**config.mk**
```make
export PLATFORM = sky130hd
export DESIGN_NAME = vga_point_plotter
export DESIGN_NICKNAME = d
export VERILOG_FILES = /design/src/rtl/vga_pkg.sv /design/src/rtl/vga_timing.sv /design/src/rtl/vga_point_plotter.sv
export SDC_FILE = /design/constraint.sdc
export NUM_CORES = 1
export LEC_CHECK = 0
export CAP_MARGIN = 10
export CORE_ASPECT_RATIO = 1.25
export CORE_MARGIN = 10
export CORE_UTILIZATION = 41
export CTS_CLUSTER_DIAMETER = 30
export DETAILED_ROUTE_END_ITERATION = 10
export GPL_TIMING_DRIVEN = 0
export PLACE_DENSITY = 0.68
export RECOVER_POWER = 50
export REMOVE_ABC_BUFFERS = 1
export SKIP_LAST_GASP = 1
export SYNTH_ARGS = -nofsm -noshare
export SYNTH_HDL_FRONTEND = slang
export SYNTH_SLANG_ARGS = --single-unit
export TNS_END_PERCENT = 10
```
**constraint.sdc**
```tcl
create_clock -name clk50 -period 3.3 [get_ports clk50]
set_input_delay 0.66 -clock clk50 [delete_from_list [all_inputs] [get_ports clk50]]
set_output_delay 0.66 -clock clk50 [all_outputs]
set_load 0.005 [all_outputs]
```
**src/rtl/vga_pkg.sv**
```systemverilog
// Shared VGA types and default 640x480@60 timing; horizontal values are in 50 MHz clocks
// (two clocks per pixel), vertical values are in lines.
package vga_pkg;
    localparam int H_ACTIVE_DEF = 1280;
    localparam int H_FRONT_DEF  = 32;
    localparam int H_SYNC_DEF   = 192;
    localparam int H_BACK_DEF   = 96;
    localparam int V_ACTIVE_DEF = 480;
    localparam int V_FRONT_DEF  = 10;
    localparam int V_SYNC_DEF   = 2;
    localparam int V_BACK_DEF   = 33;

    localparam int HCOUNT_W = 11;
    localparam int VCOUNT_W = 10;

    typedef logic [23:0] color_t;

    typedef struct packed {
        logic [9:0] x;
        logic [9:0] y;
        logic       en;
        color_t     color;
    } point_t;
endpackage

```
**src/rtl/vga_timing.sv**
```systemverilog
// Raster counters and combinational sync/active decode; consumers register these.
module vga_timing
    import vga_pkg::*;
#(
    parameter int HACTIVE      = H_ACTIVE_DEF,
    parameter int HFRONT_PORCH = H_FRONT_DEF,
    parameter int HSYNC        = H_SYNC_DEF,
    parameter int HBACK_PORCH  = H_BACK_DEF,
    parameter int VACTIVE      = V_ACTIVE_DEF,
    parameter int VFRONT_PORCH = V_FRONT_DEF,
    parameter int VSYNC        = V_SYNC_DEF,
    parameter int VBACK_PORCH  = V_BACK_DEF
) (
    input  logic                clk50,
    input  logic                reset,
    output logic [HCOUNT_W-1:0] hcount,
    output logic [VCOUNT_W-1:0] vcount,
    output logic                active,
    output logic                hs_n,
    output logic                vs_n
);
    localparam int HTOTAL   = HACTIVE + HFRONT_PORCH + HSYNC + HBACK_PORCH;
    localparam int VTOTAL   = VACTIVE + VFRONT_PORCH + VSYNC + VBACK_PORCH;
    localparam int HS_START = HACTIVE + HFRONT_PORCH;
    localparam int VS_START = VACTIVE + VFRONT_PORCH;

    logic [HCOUNT_W-1:0] hcount_reg, hcount_next;
    logic [VCOUNT_W-1:0] vcount_reg, vcount_next;

    always_comb begin
        hcount_next = hcount_reg + 1'b1;
        vcount_next = vcount_reg;
        if (hcount_reg == HCOUNT_W'(HTOTAL - 1)) begin
            hcount_next = '0;
            if (vcount_reg == VCOUNT_W'(VTOTAL - 1)) begin
                vcount_next = '0;
            end else begin
                vcount_next = vcount_reg + 1'b1;
            end
        end
    end

    always_ff @(posedge clk50) begin
        if (reset) begin
            hcount_reg <= '0;
            vcount_reg <= '0;
        end else begin
            hcount_reg <= hcount_next;
            vcount_reg <= vcount_next;
        end
    end

    assign hcount = hcount_reg;
    assign vcount = vcount_reg;
    assign active = (hcount_reg < HCOUNT_W'(HACTIVE)) && (vcount_reg < VCOUNT_W'(VACTIVE));
    assign hs_n   = !((hcount_reg >= HCOUNT_W'(HS_START)) &&
                      (hcount_reg <  HCOUNT_W'(HS_START + HSYNC)));
    assign vs_n   = !((vcount_reg >= VCOUNT_W'(VS_START)) &&
                      (vcount_reg <  VCOUNT_W'(VS_START + VSYNC)));
endmodule

```
**src/rtl/vga_point_plotter.sv**
```systemverilog
// Draws up to NUM_POINTS square dots over a background; point updates go to a shadow set
// that is copied to the displayed set once per frame at the start of vertical blanking.
module vga_point_plotter
    import vga_pkg::*;
#(
    parameter int          NUM_POINTS   = 4,
    parameter int          DOT_R        = 0,
    parameter logic [23:0] BG_COLOR     = 24'h000000,
    parameter int          HACTIVE      = H_ACTIVE_DEF,
    parameter int          HFRONT_PORCH = H_FRONT_DEF,
    parameter int          HSYNC        = H_SYNC_DEF,
    parameter int          HBACK_PORCH  = H_BACK_DEF,
    parameter int          VACTIVE      = V_ACTIVE_DEF,
    parameter int          VFRONT_PORCH = V_FRONT_DEF,
    parameter int          VSYNC        = V_SYNC_DEF,
    parameter int          VBACK_PORCH  = V_BACK_DEF
) (
    input  logic        clk50,
    input  logic        reset,
    input  logic        wr_valid,
    output logic        wr_ready,
    input  logic [3:0]  wr_idx,
    input  logic [9:0]  wr_x,
    input  logic [9:0]  wr_y,
    input  logic        wr_en,
    input  logic [23:0] wr_color,
    output logic        frame_done,
    output logic [7:0]  VGA_R,
    output logic [7:0]  VGA_G,
    output logic [7:0]  VGA_B,
    output logic        VGA_CLK,
    output logic        VGA_HS,
    output logic        VGA_VS,
    output logic        VGA_BLANK_n,
    output logic        VGA_SYNC_n
);
    localparam logic signed [11:0] DOT_R_S = 12'(DOT_R);

    logic [HCOUNT_W-1:0] hcount;
    logic [VCOUNT_W-1:0] vcount;
    logic                active;
    logic                hs_n;
    logic                vs_n;

    vga_timing #(
        .HACTIVE      (HACTIVE),
        .HFRONT_PORCH (HFRONT_PORCH),
        .HSYNC        (HSYNC),
        .HBACK_PORCH  (HBACK_PORCH),
        .VACTIVE      (VACTIVE),
        .VFRONT_PORCH (VFRONT_PORCH),
        .VSYNC        (VSYNC),
        .VBACK_PORCH  (VBACK_PORCH)
    ) u_timing (
        .clk50  (clk50),
        .reset  (reset),
        .hcount (hcount),
        .vcount (vcount),
        .active (active),
        .hs_n   (hs_n),
        .vs_n   (vs_n)
    );

    // Holding off writes on the commit cycle keeps every write wholly in one frame.
    logic commit;
    logic wr_fire;
    assign commit     = !reset && (hcount == '0) && (vcount == VCOUNT_W'(VACTIVE));
    assign wr_ready   = !reset && !commit;
    assign frame_done = commit;
    assign wr_fire    = wr_valid && wr_ready;

    point_t wr_point;
    assign wr_point = '{x: wr_x, y: wr_y, en: wr_en, color: wr_color};

    logic [9:0] col;
    logic [9:0] row;
    assign col = hcount[10:1];
    assign row = vcount;

    logic [NUM_POINTS-1:0] hit;
    color_t                dot_color [NUM_POINTS];

    genvar gi;
    generate
        for (gi = 0; gi < NUM_POINTS; gi++) begin : g_point
            point_t            shadow_reg;
            point_t            active_reg;
            logic signed [11:0] dx;
            logic signed [11:0] dy;

            // Out-of-range indices match no entry, so such writes are accepted and dropped.
            always_ff @(posedge clk50) begin
                if (reset) begin
                    shadow_reg <= '0;
                    active_reg <= '0;
                end else begin
                    if (wr_fire && (wr_idx == 4'(gi))) begin
                        shadow_reg <= wr_point;
                    end
                    if (commit) begin
                        active_reg <= shadow_reg;
                    end
                end
            end

            assign dx = $signed({2'b00, col}) - $signed({2'b00, active_reg.x});
            assign dy = $signed({2'b00, row}) - $signed({2'b00, active_reg.y});
            assign hit[gi] = active_reg.en &&
                             (dx <= DOT_R_S) && (dx >= -DOT_R_S) &&
                             (dy <= DOT_R_S) && (dy >= -DOT_R_S);
            assign dot_color[gi] = active_reg.color;
        end
    endgenerate

    color_t pix_color;
    always_comb begin
        pix_color = BG_COLOR;
        for (int i = NUM_POINTS - 1; i >= 0; i--) begin
            if (hit[i]) begin
                pix_color = dot_color[i];
            end
        end
    end

    color_t color_reg;
    logic   hs_reg;
    logic   vs_reg;
    logic   blank_n_reg;

    always_ff @(posedge clk50) begin
        if (reset) begin
            color_reg   <= '0;
            hs_reg      <= 1'b1;
            vs_reg      <= 1'b1;
            blank_n_reg <= 1'b0;
        end else begin
            color_reg   <= active ? pix_color : '0;
            hs_reg      <= hs_n;
            vs_reg      <= vs_n;
            blank_n_reg <= active;
        end
    end

    assign VGA_R       = color_reg[23:16];
    assign VGA_G       = color_reg[15:8];
    assign VGA_B       = color_reg[7:0];
    assign VGA_HS      = hs_reg;
    assign VGA_VS      = vs_reg;
    assign VGA_BLANK_n = blank_n_reg;
    assign VGA_CLK     = hcount[0];
    assign VGA_SYNC_n  = 1'b1;
endmodule

```
==> run_results.csv <==
group,metric,value,unit
grt,grt_overflow_total,0,
logic_synthesis,yosysTopAreaCell,"dfxtp_1",
power,comb_power_share,2.9,%
critical_path,startpoint,"g_point[2].active_reg[26]$_SDFFE_PP0P_",
power,vdd_ir_drop_max,0.3925,mV
logic_synthesis,syn-instance-count,2280,
critical_path,rrSetupSlack,-0.20,ns
critical_path,arrival,3.99,ns
logic_synthesis,synth_area,0.01780,mm²
critical_path,startpoint_type,"flop",
critical_path,worst-path-stages,13,
power,p_sw_share,20.94,%
timing,finalClockSkew,0.02217,ns
logic_synthesis,synth_compound_area_share,19.59,%
grt,grt_pass1_vias,16020,
layout,largest_register_ffs,180,
logic_synthesis,ys.flop_type,"dfxtp_1",
grt,use_met2,36.68,%
grt,antenna_found_initial,4,
logic_synthesis,synth_fa_ha_area_share,5.976,%
critical_path,crit_chain,"inv_1 > ha_1 > nor2b_4 > o31a_2 > or3_4 > a2111oi_4 > o2111ai_2 > or4_4 > buf_16 > nor2_8 > buf_12 > a21oi_2 > o21ai_2",
critical_path,crit_required,3.79,ns
logic_synthesis,synth_seq_cells,408,
floorplanning,core_area,0.04297,mm²
grt,grt_use_total,20.82,%
logic_synthesis,synth_edf_count,0,
drt,vias,16310,
drt,wire_per_inst,18.59,µm
critical_path,slowest_delay,0.51,ns
placement,preCtsSetupSlack,-2.250,ns
logic_synthesis,ys_async_sr_fraction,0,%
clocking,insertion_delay,0.58,ns
logic_synthesis,synth_simple_gate_area_share,21.27,%
critical_path,worstRegToRegCells,13,
logic_synthesis,ys.warnings.count,0,
layout,utilization,51.89,%
timing,maxSlewViolCount,0,
flow_run,max_cap_violations,0,
clocking,clock_path_buffers,3,
logic_synthesis,yosys-mux-area-fraction,0.4078,%
grt,gr-max-usage-layer,"met2",
floorplanning,rows,85,
grt,met1_usage,23.49,%
grt,grt_pass1_wl,86650,µm
logic_synthesis,synth_top_family_by_area,"simple AND/OR/NAND/NOR gates",
timing,tightest_slew,1.103,ns
status,outcome,"complete, but fails checks",
logic_synthesis,yosysSeqAreaShare,45.89,%
worst_hold_path,hold_path_class,"flop to flop",
clocking,path_clk_slew,0.06,ns
power,p_leak,7.875,nW
clocking,numCtsBuffers,67,
power,switching_power,2.627,mW
logic_synthesis,synth_top_area_share,45.89,%
logic_synthesis,synth_area_per_cell,7.806,µm²
critical_path,critPathCapture,"color_reg[11]$_SDFF_PP0_",
floorplanning,die_x,206.4,µm
power,p_int,9.918,mW
layout,final_nets,2497,
floorplanning,start_util,41.42,%
layout,syn2layout_area_growth,25.28,%
critical_path,crit_fanout,16,
power,power_density,562.6,mW/mm²
grt,grt_max_degree,150,
drt,viasPerCell,5.484,
floorplanning,die_area,0.05219,mm²
placement,port_buffers,81,
critical_path,worst_setup_path_end_kind,"flop",
power,power.share.clock,57.5,%
clocking,cts_root_buffer,"clkbuf_16",
clocking,htreeDepth,3,
logic_synthesis,synth-xor-area-share,1.526,%
critical_path,r2r_start,"g_point[2].active_reg[26]$_SDFFE_PP0P_",
timing,slew_headroom,26.46,%
timing,post-route-min-period,3.504,ns
status,violations,"setup timing",
floorplanning,io_pins,83,
drt,dr.pass1.iters,6,
timing,hold_viol_final,0,
drt,drc,0,
critical_path,worst-path-buf-inv,3,
placement,hpwlAfterDp,32460,µm
critical_path,critPathKind,"flop to flop",
timing,max_freq,0.2854,GHz
clocking,holdBufCountCts,0,
drt,ant_nets,0,
power,p_seq_share,39.6,%
drt,first_iter_violations,1422,
layout,drive_above_1_share,10.97,%
clocking,cts_tree,"done",
timing,period_share,106.2,%
layout,final.fill_count,3952,
critical_path,cp_top_family,"compound AO/OA/AOI/OAI gates",
drt,drt_wl_total,55290,µm
timing,rsz0062_at_grt,"yes",
critical_path,slowest_stage,"or4_4",
clocking,cts.sinks,408,
grt,grtUsageMet3,3.197,%
logic_synthesis,synth_area_leaders,"dfxtp_1 (46%), nand2_1 (16%), a21oi_1 (11%)",
floorplanning,die_y,252.9,µm
logic_synthesis,yosys.cell_types.count,70,
timing,setup_violations,30,
timing,worst_slack,-0.2041,ns
placement,routabilityCongestion,0.9103,
critical_path,r2r-end,"color_reg[11]$_SDFF_PP0_",
metrics by stage:
stage	instance area [µm²]	setup TNS (ns)	power, mW	hold slack (ns)	cells
after floorplan	17210	-2084.65	5.160	0.4260	2140
after CTS	22370	-3.917	12.60	0.4402	2969
final	22300	-4.051	12.54	0.4372	2974
after global routing	22290	-9.938	12.87	0.4505	2973
after detailed placement	19320	-472.18	5.394	0.4413	2813
after global placement	18730	-9019.34	5.380	0.4352	2786
synth_stat cells, drive strengths merged, types with 6 or more instances:
| cell | instances |
|---|---|
| nand2 | 748 |
| a21oi | 416 |
| dfxtp | 408 |
| clkbuf | 130 |
| inv | 95 |
| ha | 85 |
| o21ai | 57 |
| nor2 | 54 |
| a32oi | 24 |
| o211a | 24 |
| xor2 | 21 |
| nand3 | 18 |
| nor3 | 15 |
| or3 | 13 |
| nand2b | 12 |
| buf | 10 |
| xnor2 | 10 |
| nor2b | 9 |
| o21a | 9 |
| and3 | 8 |
| nand4 | 8 |
| a2111oi | 7 |
| o2111ai | 7 |
| or4 | 7 |
| and2 | 6 |
cell usage in the layout (no fill, tap or decap), types with 6 or more instances in the layout:
cell,n
o21a_1,9
clkbuf_8,12
nor3_1,14
buf_6,8
inv_1,91
xor2_1,20
a21oi_1,396
buf_12,9
o2111ai_1,6
ha_1,81
o21ai_2,10
nand2b_1,12
nand4_1,8
dfxtp_1,393
a21oi_2,20
a32oi_1,24
nand3_1,17
nor2_1,50
clkbuf_16,71
clkdlybuf4s50_1,51
nand2_1,748
clkbuf_1,16
dlygate4sd3_1,28
buf_16,9
or3_1,10
and3_1,7
nor2b_1,7
dfxtp_2,10
o21ai_1,16
o211a_1,24
bufinv_16,9
buf_4,19
xnor2_1,10
clkinvlp_4,7
o21ai_0,31
cells by family after synthesis:
family,after synthesis
and+or+nand+nor,922
AOI/OAI and AO/OA,591
DFF,408
buffers and inverters,235
adders and majority gates,85
xor gates and xnor gates,31
muxes,7
other,1
layer usage:
metal / vias up / routed length (µm) / part of all wire (%)
met3: 141 / 3016 / 5.5
met2: 552 / 27810 / 50
met1: 7780 / 21800 / 39
met5: - / 13 / 0.024
li1: 7834 / - / -
met4: 2 / 2649 / 4.8
power by group through the flow:
| stage | logic, mW | clock network (mW) | registers, mW |
|---|---|---|---|
| final | 0.370 | 7.21 | 4.96 |
| after detailed placement | 0.327 | 0 | 5.07 |
| after global routing | 0.394 | 7.52 | 4.96 |
| after floorplan | 0.0964 | 0 | 5.06 |
| after global placement | 0.313 | 0 | 5.07 |
| after CTS | 0.364 | 7.28 | 4.97 |
cell type report:
type | count | area (µm²) | area share, %
Antenna cell | 3 | 7.507 | 0.03367
Timing Repair inverter | 3 | 17.52 | 0.07856
Multi-Input combinational cell | 1643 | 8999 | 40.36
Sequential cell | 408 | 8199 | 36.77
Tap cell | 565 | 706.9 | 3.171
Timing Repair Buffer | 142 | 1660 | 7.447
Inverter | 95 | 372.9 | 1.672
Clock buffer | 91 | 1951 | 8.749
Clock inverter | 24 | 382.9 | 1.717
worst register-to-register path, stage by stage, from the launching register on:
cell and delay (ns):
dfxtp_1 0.34, inv_1 0.08, ha_1 0.31, nor2b_4 0.14, o31a_2 0.32, or3_4 0.35
a2111oi_4 0.36, o2111ai_2 0.23, or4_4 0.51, buf_16 0.19, nor2_8 0.15, buf_12 0.16
a21oi_2 0.08, o21ai_2 0.19
what timing repair did:
action	CTS	global route
setup buffers	26	1
endpoints found under the setup margin	302	74
resized for setup	72	12
pin swaps	22	4
gates cloned	15	1
how the worst min path moves through the flow:
stage | from | to | depth (start not counted)
after floorplan | g_point[3].shadow_reg[0]$_SDFFE_PP0P_ | dot_color[0]$_SDFFE_PP0P_ | 2
after global placement | g_point[2].shadow_reg[22]$_SDFFE_PP0P_ | dot_color[46]$_SDFFE_PP0P_ | 2
after detailed placement | g_point[0].shadow_reg[34]$_SDFFE_PP0P_ | g_point[0].active_reg[34]$_SDFFE_PP0P_ | 2
after CTS | g_point[0].shadow_reg[5]$_SDFFE_PP0P_ | dot_color[77]$_SDFFE_PP0P_ | 2
after global routing | g_point[0].shadow_reg[5]$_SDFFE_PP0P_ | dot_color[77]$_SDFFE_PP0P_ | 2
final | g_point[2].shadow_reg[17]$_SDFFE_PP0P_ | dot_color[41]$_SDFFE_PP0P_ | 2
Power figures use the tool's default switching activity.
